===== src/rtl/clock_step_controller_pkg.sv =====
// clock_step_controller_pkg: shared prescale default, FSM states and request encodings
package clock_step_controller_pkg;
  localparam int unsigned CPU_CLK_PRESCALE = 32'd50;
  typedef enum logic [1:0] {HALT = 2'd0, RUN = 2'd1, STEP = 2'd2} state_t;
  // Encoded so that a larger value is a higher-priority request
  typedef enum logic [1:0] {REQ_NONE = 2'd0, REQ_RUN = 2'd1, REQ_STEP = 2'd2, REQ_HALT = 2'd3} req_t;
  function automatic req_t req_max(input req_t a, input req_t b);
    return (a > b) ? a : b;
  endfunction
endpackage


===== src/rtl/clock_step_controller_if.sv =====
// clock_step_controller_if: debug control inputs and CPU/RAM enable outputs of the sequencer
interface clock_step_controller_if #(
  parameter int unsigned ADDR_W   = 32,
  parameter int unsigned PRESCALE = 50
);
  logic                        run_req;
  logic                        halt_req;
  logic                        step_req;
  logic                        bp_en;
  logic [ADDR_W-1:0]           bp_addr;
  logic [ADDR_W-1:0]           pc;
  logic                        ram_en;
  logic                        cpu_en;
  logic                        running;
  logic                        bp_hit;
  logic [31:0]                 cycle_count;
  logic [$clog2(PRESCALE)-1:0] phase;
  modport master (
    output run_req, halt_req, step_req, bp_en, bp_addr, pc,
    input  ram_en, cpu_en, running, bp_hit, cycle_count, phase
  );
  modport slave (
    input  run_req, halt_req, step_req, bp_en, bp_addr, pc,
    output ram_en, cpu_en, running, bp_hit, cycle_count, phase
  );
endinterface


===== src/rtl/clock_step_controller_phase_counter.sv =====
// clock_phase_counter: free-running 0..PRESCALE-1 phase counter; ram/cpu strobes fire one cycle ahead of their phase
module clock_phase_counter #(
  parameter int unsigned PRESCALE = 50
) (
  input  logic                        clk,
  input  logic                        rst_n,
  output logic [$clog2(PRESCALE)-1:0] cnt,
  output logic                        period_start,
  output logic                        ram_phase,
  output logic                        cpu_phase
);
  localparam int CW = $clog2(PRESCALE);
  localparam logic [CW-1:0] LAST    = CW'(PRESCALE - 1);
  localparam logic [CW-1:0] RAM_PRE = CW'(PRESCALE / 2 - 2);
  localparam logic [CW-1:0] CPU_PRE = CW'(PRESCALE - 2);
  always_ff @(posedge clk or negedge rst_n)
    if (!rst_n) cnt <= '0;
    else        cnt <= (cnt == LAST) ? '0 : cnt + 1'b1;
  assign period_start = cnt == '0;
  assign ram_phase    = cnt == RAM_PRE;
  assign cpu_phase    = cnt == CPU_PRE;
endmodule


===== src/rtl/clock_step_controller.sv =====
// clock_step_controller: run/halt/step/breakpoint gating of paired RAM and CPU enable pulses
module clock_step_controller
  import clock_step_controller_pkg::*;
#(
  parameter int unsigned PRESCALE = CPU_CLK_PRESCALE,
  parameter int unsigned ADDR_W   = 32
) (
  input logic                    clk,
  input logic                    rst_n,
  clock_step_controller_if.slave bus
);
  state_t                      state, state_nxt;
  req_t                        pend, pend_nxt, req_in, eff;
  logic                        granted, granted_nxt;
  logic                        bp_skip, skip_set, hit_set, hit_clr, bp_match;
  logic                        period_start, ram_phase, cpu_phase;
  logic [$clog2(PRESCALE)-1:0] cnt;
  clock_phase_counter #(.PRESCALE(PRESCALE)) u_phase (
    .clk         (clk),
    .rst_n       (rst_n),
    .cnt         (cnt),
    .period_start(period_start),
    .ram_phase   (ram_phase),
    .cpu_phase   (cpu_phase)
  );
  assign bus.phase   = cnt;
  assign bus.running = state == RUN;
  assign bp_match    = bus.pc[ADDR_W-1:0] == bus.bp_addr[ADDR_W-1:0];
  // A request arriving in the period-start cycle itself takes part in that decision
  always_comb begin
    req_in      = bus.halt_req ? REQ_HALT : bus.step_req ? REQ_STEP : bus.run_req ? REQ_RUN : REQ_NONE;
    eff         = req_max(pend, req_in);
    pend_nxt    = period_start ? REQ_NONE : eff;
    state_nxt   = state;
    granted_nxt = granted;
    skip_set    = 1'b0;
    hit_set     = 1'b0;
    hit_clr     = 1'b0;
    if (period_start) begin
      granted_nxt = 1'b0;
      if (state == RUN) begin
        if (eff == REQ_HALT) state_nxt = HALT;
        else if (bus.bp_en && bp_match && !bp_skip) begin
          state_nxt = HALT;
          hit_set   = 1'b1;
        end else granted_nxt = 1'b1;
      end else if (eff == REQ_RUN || eff == REQ_STEP) begin
        state_nxt   = (eff == REQ_RUN) ? RUN : STEP;
        granted_nxt = 1'b1;
        skip_set    = 1'b1;
        hit_clr     = 1'b1;
      end else state_nxt = HALT;
    end
  end
  always_ff @(posedge clk or negedge rst_n)
    if (!rst_n) begin
      state           <= HALT;
      pend            <= REQ_NONE;
      granted         <= 1'b0;
      bp_skip         <= 1'b0;
      bus.bp_hit      <= 1'b0;
      bus.ram_en      <= 1'b0;
      bus.cpu_en      <= 1'b0;
      bus.cycle_count <= '0;
    end else begin
      state      <= state_nxt;
      pend       <= pend_nxt;
      granted    <= granted_nxt;
      bp_skip    <= skip_set | (bp_skip & ~bus.cpu_en);
      bus.bp_hit <= hit_set | (bus.bp_hit & ~hit_clr);
      bus.ram_en <= granted_nxt & ram_phase;
      bus.cpu_en <= granted_nxt & cpu_phase;
      if (bus.cpu_en) bus.cycle_count <= bus.cycle_count + 32'd1;
    end
endmodule


===== src/flat_wrapper.sv =====
// flat-port wrapper written by rule: the top's interface ports become plain ports
module clock_step_controller_flat import clock_step_controller_pkg::*;
#(
  parameter int unsigned PRESCALE = CPU_CLK_PRESCALE,
  parameter int unsigned ADDR_W   = 32
)
  (clk, rst_n, bus_run_req, bus_halt_req, bus_step_req, bus_bp_en, bus_bp_addr, bus_pc, bus_ram_en, bus_cpu_en, bus_running, bus_bp_hit, bus_cycle_count, bus_phase);
  clock_step_controller_if #(.ADDR_W(ADDR_W), .PRESCALE(PRESCALE)) bus_i ();
  input logic clk;
  input logic rst_n;
  input wire logic [$bits(bus_i.run_req)-1:0] bus_run_req;
  input wire logic [$bits(bus_i.halt_req)-1:0] bus_halt_req;
  input wire logic [$bits(bus_i.step_req)-1:0] bus_step_req;
  input wire logic [$bits(bus_i.bp_en)-1:0] bus_bp_en;
  input wire logic [$bits(bus_i.bp_addr)-1:0] bus_bp_addr;
  input wire logic [$bits(bus_i.pc)-1:0] bus_pc;
  output wire logic [$bits(bus_i.ram_en)-1:0] bus_ram_en;
  output wire logic [$bits(bus_i.cpu_en)-1:0] bus_cpu_en;
  output wire logic [$bits(bus_i.running)-1:0] bus_running;
  output wire logic [$bits(bus_i.bp_hit)-1:0] bus_bp_hit;
  output wire logic [$bits(bus_i.cycle_count)-1:0] bus_cycle_count;
  output wire logic [$bits(bus_i.phase)-1:0] bus_phase;
  assign bus_i.run_req = bus_run_req;
  assign bus_i.halt_req = bus_halt_req;
  assign bus_i.step_req = bus_step_req;
  assign bus_i.bp_en = bus_bp_en;
  assign bus_i.bp_addr = bus_bp_addr;
  assign bus_i.pc = bus_pc;
  assign bus_ram_en = bus_i.ram_en;
  assign bus_cpu_en = bus_i.cpu_en;
  assign bus_running = bus_i.running;
  assign bus_bp_hit = bus_i.bp_hit;
  assign bus_cycle_count = bus_i.cycle_count;
  assign bus_phase = bus_i.phase;
  clock_step_controller #(.PRESCALE(PRESCALE), .ADDR_W(ADDR_W)) u_core (.clk(clk), .rst_n(rst_n), .bus(bus_i));
endmodule

===== config.mk =====
export PLATFORM = sky130hd
export DESIGN_NAME = clock_step_controller_flat
export DESIGN_NICKNAME = d
export VERILOG_FILES = /design/src/rtl/clock_step_controller_pkg.sv /design/src/rtl/clock_step_controller_if.sv /design/src/rtl/clock_step_controller_phase_counter.sv /design/src/rtl/clock_step_controller.sv /design/src/flat_wrapper.sv
export SDC_FILE = /design/constraint.sdc
export NUM_CORES = 1
export LEC_CHECK = 0
export CAP_MARGIN = 20
export CORE_MARGIN = 4
export CORE_UTILIZATION = 33
export DETAILED_ROUTE_END_ITERATION = 8
export PLACE_DENSITY = 0.67
export SYNTH_ARGS = -nofsm -noshare
export SYNTH_HDL_FRONTEND = slang
export SYNTH_SLANG_ARGS = --single-unit

===== constraint.sdc =====
create_clock -name clk -period 2 [get_ports clk]
set_input_delay 0.3 -clock clk [delete_from_list [all_inputs] [get_ports clk]]
set_output_delay 0.3 -clock clk [all_outputs]
set_load 0.05 [all_outputs]

==> run metrics, run 1 <==
# IOs approximately 110; Hold Crit Class in2async; worst setup margin -0.0846 ns; Max Root-Sink Buffers 2; slowest stage cell, crit path dfrtp_1; Worst slew margin a little over half; vias 2299; hpwl dp about 5400 µm; Max Fclk 480 MHz; CP Capture Type register; # Max-Cap Violations 0; CP peak stage delay 0.40 ns; routed vias/inst 4.61; Clock Tree Root clkbuf_8; CTS Buf Count 5; Die Span X 97.2 µm; Yosys reg bits 47; RSZ-0062 raised after global routing yes; Post-synth ARST share 100%; post-cts hold buffer count 0; Die Area ~9400 µm²; Final Hold Viols 0; Fillers approximately 700; fraction of layout cells with a size suffix above 1 about 17%; post-route ant nets 0; worst hold slack roughly 0.048 ns; Post-Route Skew around 0.0047 ns; Die Y 97.2 µm; data arrival time of the worst path 2.27 ns; Tot GR Track Use 13.8%; first-pass GRT wire length approximately 11000 µm; Syn. warnings 0; Detailed Routing Iterations Pass 1 3; Synth cell types 36; run status finished, violations left; Final min period 2.08 ns; WL/cell 12.8 µm; largest net degree at the start of global routing 33; Worst EP required around 2.2 ns; # diodes 0; total core area ~7700 µm²; cell area after layout 4190 µm²; Placer Congestion 0.755; crit start category register; clk sink count 47; CTS tree yes; Area Growth Syn to Fin 59.6%; CTS HTree Levels 2; worst skew pair latency 0.29 ns; crit-path max FO 3; PortBufs 111; grt ovf 0; Static Leak 1.84 nW; period utilisation layout 104%; number of flops mapped to enable cells by yosys 0; Synth Area per Inst 10.1 µm²; via count of the first global-routing pass around 2400; CP cell instances ha_2 > nand2_2 > o21ai_1 > a211o_1 > ha_1 > or3_4 > a22o_1; Syn Nets 339; CTS clock-pin slew for the worst setup and hold paths 0.08 ns; WS Path Type reg2reg; Final setup viols 2; failing checks setup timing; Least-Margin Pin Slew between 0.6 and 0.7 ns; drt total wl 6390 µm; nets 476; pwr dens 525 nW/µm²; Synth Cell Area ~2600 µm²; post-synthesis sequential area ratio 44.8%; Peak VDD IR 0.231 mV; placed inst area 4000 µm²; initial antenna violation count 0; Initial Utilization 34.0%; Initial DRC Count 36; Post-Synthesis Cells 259; commonest register cell after synthesis dfrtp_1; fin. max-slew vios 0; DRC viols 0; row count 32; pre-CTS setup slack -0.691 ns
==> repair_timing <==
action / 4_1_cts / 5_1_grt
cloned: 0 / 0
resized for setup: 8 / 19
pin swaps: 7 / 13
endpoints found under the setup margin: 4 / 4
setup buffers: 2 / 0
==> worst paths after layout <==
kind                                                  from                         end  slack, ns  cells past startpoint
min in group clk                u_core.bus.cycle_count[31]  u_core.bus.cycle_count[31]       0.47                      1
worst max-delay path                        u_core.pend[1]           u_core.bus.bp_hit      -0.08                      7
worst max register to register              u_core.pend[1]           u_core.bus.bp_hit      -0.08                      7
worst min-delay path                                 rst_n  u_core.bus.cycle_count[18]       0.05                      1
max in group asynchronous                            rst_n  u_core.bus.cycle_count[29]       1.36                      2
worst min register to register  u_core.bus.cycle_count[31]  u_core.bus.cycle_count[31]       0.47                      1
==> critical path, delay by kind of cell (launching register included) <==
| family | cells | cell delay [ns] |
|---|---|---|
| DFF | 1 | 0.40 |
| AOI/OAI and AO/OA | 3 | 0.60 |
| and+or+nand+nor | 2 | 0.47 |
| adders and majority gates | 2 | 0.50 |
==> stage by stage <==
step	instances	setup TNS, ns	utilization (%)	total power, W
2_1_floorplan	259	-0.106	-	0.00122
3_3_place_gp	489	-2.26	51.7	0.00148
3_5_place_dp	489	-2.49	51.7	0.00149
4_1_cts	499	-0.252	53.4	0.00215
5_1_grt	499	-0.280	54.3	0.00233
6_report	499	-0.0947	54.3	0.00220
==> cell type report <==
cell class / instances / area (µm²) / area share [%]
Timing Repair Buffer: 133 / 1260 / 30.2
Multi-Input combinational cell: 191 / 1450 / 34.5
Tap cell: 102 / 128 / 3.04
Inverter: 18 / 70.1 / 1.67
Sequential cell: 47 / 1180 / 28.3
Clock buffer: 8 / 100 / 2.39
==> kinds of logic after synthesis <==
group	Yosys count	share of synthesized area, %
DFF	47	44.8
and+or+nand+nor	96	19.9
xor gates and xnor gates	63	21.0
muxes	1	0.429
adders and majority gates	10	4.76
AOI/OAI and AO/OA	21	5.43
buffers and inverters	21	3.72
==> cells in the final DEF, fill, tap and decap left out, types with 2 or more instances in the layout <==
| cell | netlist | layout |
|---|---|---|
| nor4_1 | 10 | 9 |
| dfrtp_2 | 0 | 7 |
| a22o_1 | 2 | 2 |
| inv_2 | 0 | 3 |
| ha_1 | 10 | 5 |
| xnor2_1 | 24 | 24 |
| o21ai_0 | 6 | 5 |
| buf_4 | 1 | 24 |
| nand2b_1 | 2 | 2 |
| inv_1 | 18 | 14 |
| clkdlybuf4s50_1 | 0 | 102 |
| a21oi_1 | 4 | 3 |
| xor2_1 | 39 | 39 |
| nand4_1 | 8 | 8 |
| nand2_1 | 24 | 23 |
| nor3_1 | 5 | 4 |
| clkdlybuf4s15_1 | 0 | 2 |
| and3_1 | 4 | 4 |
| buf_6 | 2 | 3 |
| or3_1 | 2 | 2 |
| nor2_1 | 19 | 18 |
| dfrtp_1 | 47 | 40 |
| clkbuf_8 | 0 | 7 |
| nor2b_1 | 3 | 3 |
| nand3_1 | 12 | 12 |
| ha_4 | 0 | 4 |
==> cell usage after synthesis, types with 2 or more instances <==
cell | instances | share of area [%]
nor2b_1 | 3 | 0.71
nand2_1 | 24 | 3.4
a22o_1 | 2 | 0.67
xnor2_1 | 24 | 8.0
nand3_1 | 12 | 2.3
buf_6 | 2 | 0.86
or3_1 | 2 | 0.48
nand4_1 | 8 | 1.9
nor2_1 | 19 | 2.7
o21ai_0 | 6 | 1.1
nor4_1 | 10 | 2.4
a211oi_1 | 2 | 0.57
inv_1 | 18 | 2.6
dfrtp_1 | 47 | 45
and3_1 | 4 | 0.95
xor2_1 | 39 | 13
a21oi_1 | 4 | 0.76
nand2b_1 | 2 | 0.48
nor3_1 | 5 | 0.95
ha_1 | 10 | 4.8
==> state kept, by name, summed over array words and instances, names as in the netlist <==
signal                  cells
u_core.bp_skip              1
u_core.bus.ram_en           1
u_core.pend                 2
u_core.bus.cycle_count     32
u_core.state                2
u_core.bus.bp_hit           1
u_core.bus.cpu_en           1
u_core.granted              1
u_core.u_phase.cnt          6
==> routing by layer <==
layer  wire length [µm]  share of wire [%]  vias up  track usage [%]
met2               3250                 51       90             25.0
met3                705                 11        7             6.17
met4                 64                1.0        0             3.51
li1                   -                  -     1148                -
met1               2370                 37     1054             14.6
met5                  0                  0        -                0
==> power by group <==
part | internal, W | total [W] | switching, W | leakage, nW
Combinational | 0.000345 | 0.000597 | 0.000251 | 1.18
Sequential | 0.000971 | 0.000990 | 0.0000194 | 0.610
Clock | 0.000316 | 0.000614 | 0.000299 | 0.0515
Total | 0.00163 | 0.00220 | 0.000569 | 1.84
No activity file was read; power rests on OpenSTA's default activity.
==> inputs of run 2 (changes only) <==
Settings changed: HOLD_SLACK_MARGIN from default to 0.06.
==> results of run 2 <==
The final DEF is identical to that of run 1; final timing and power are the same.
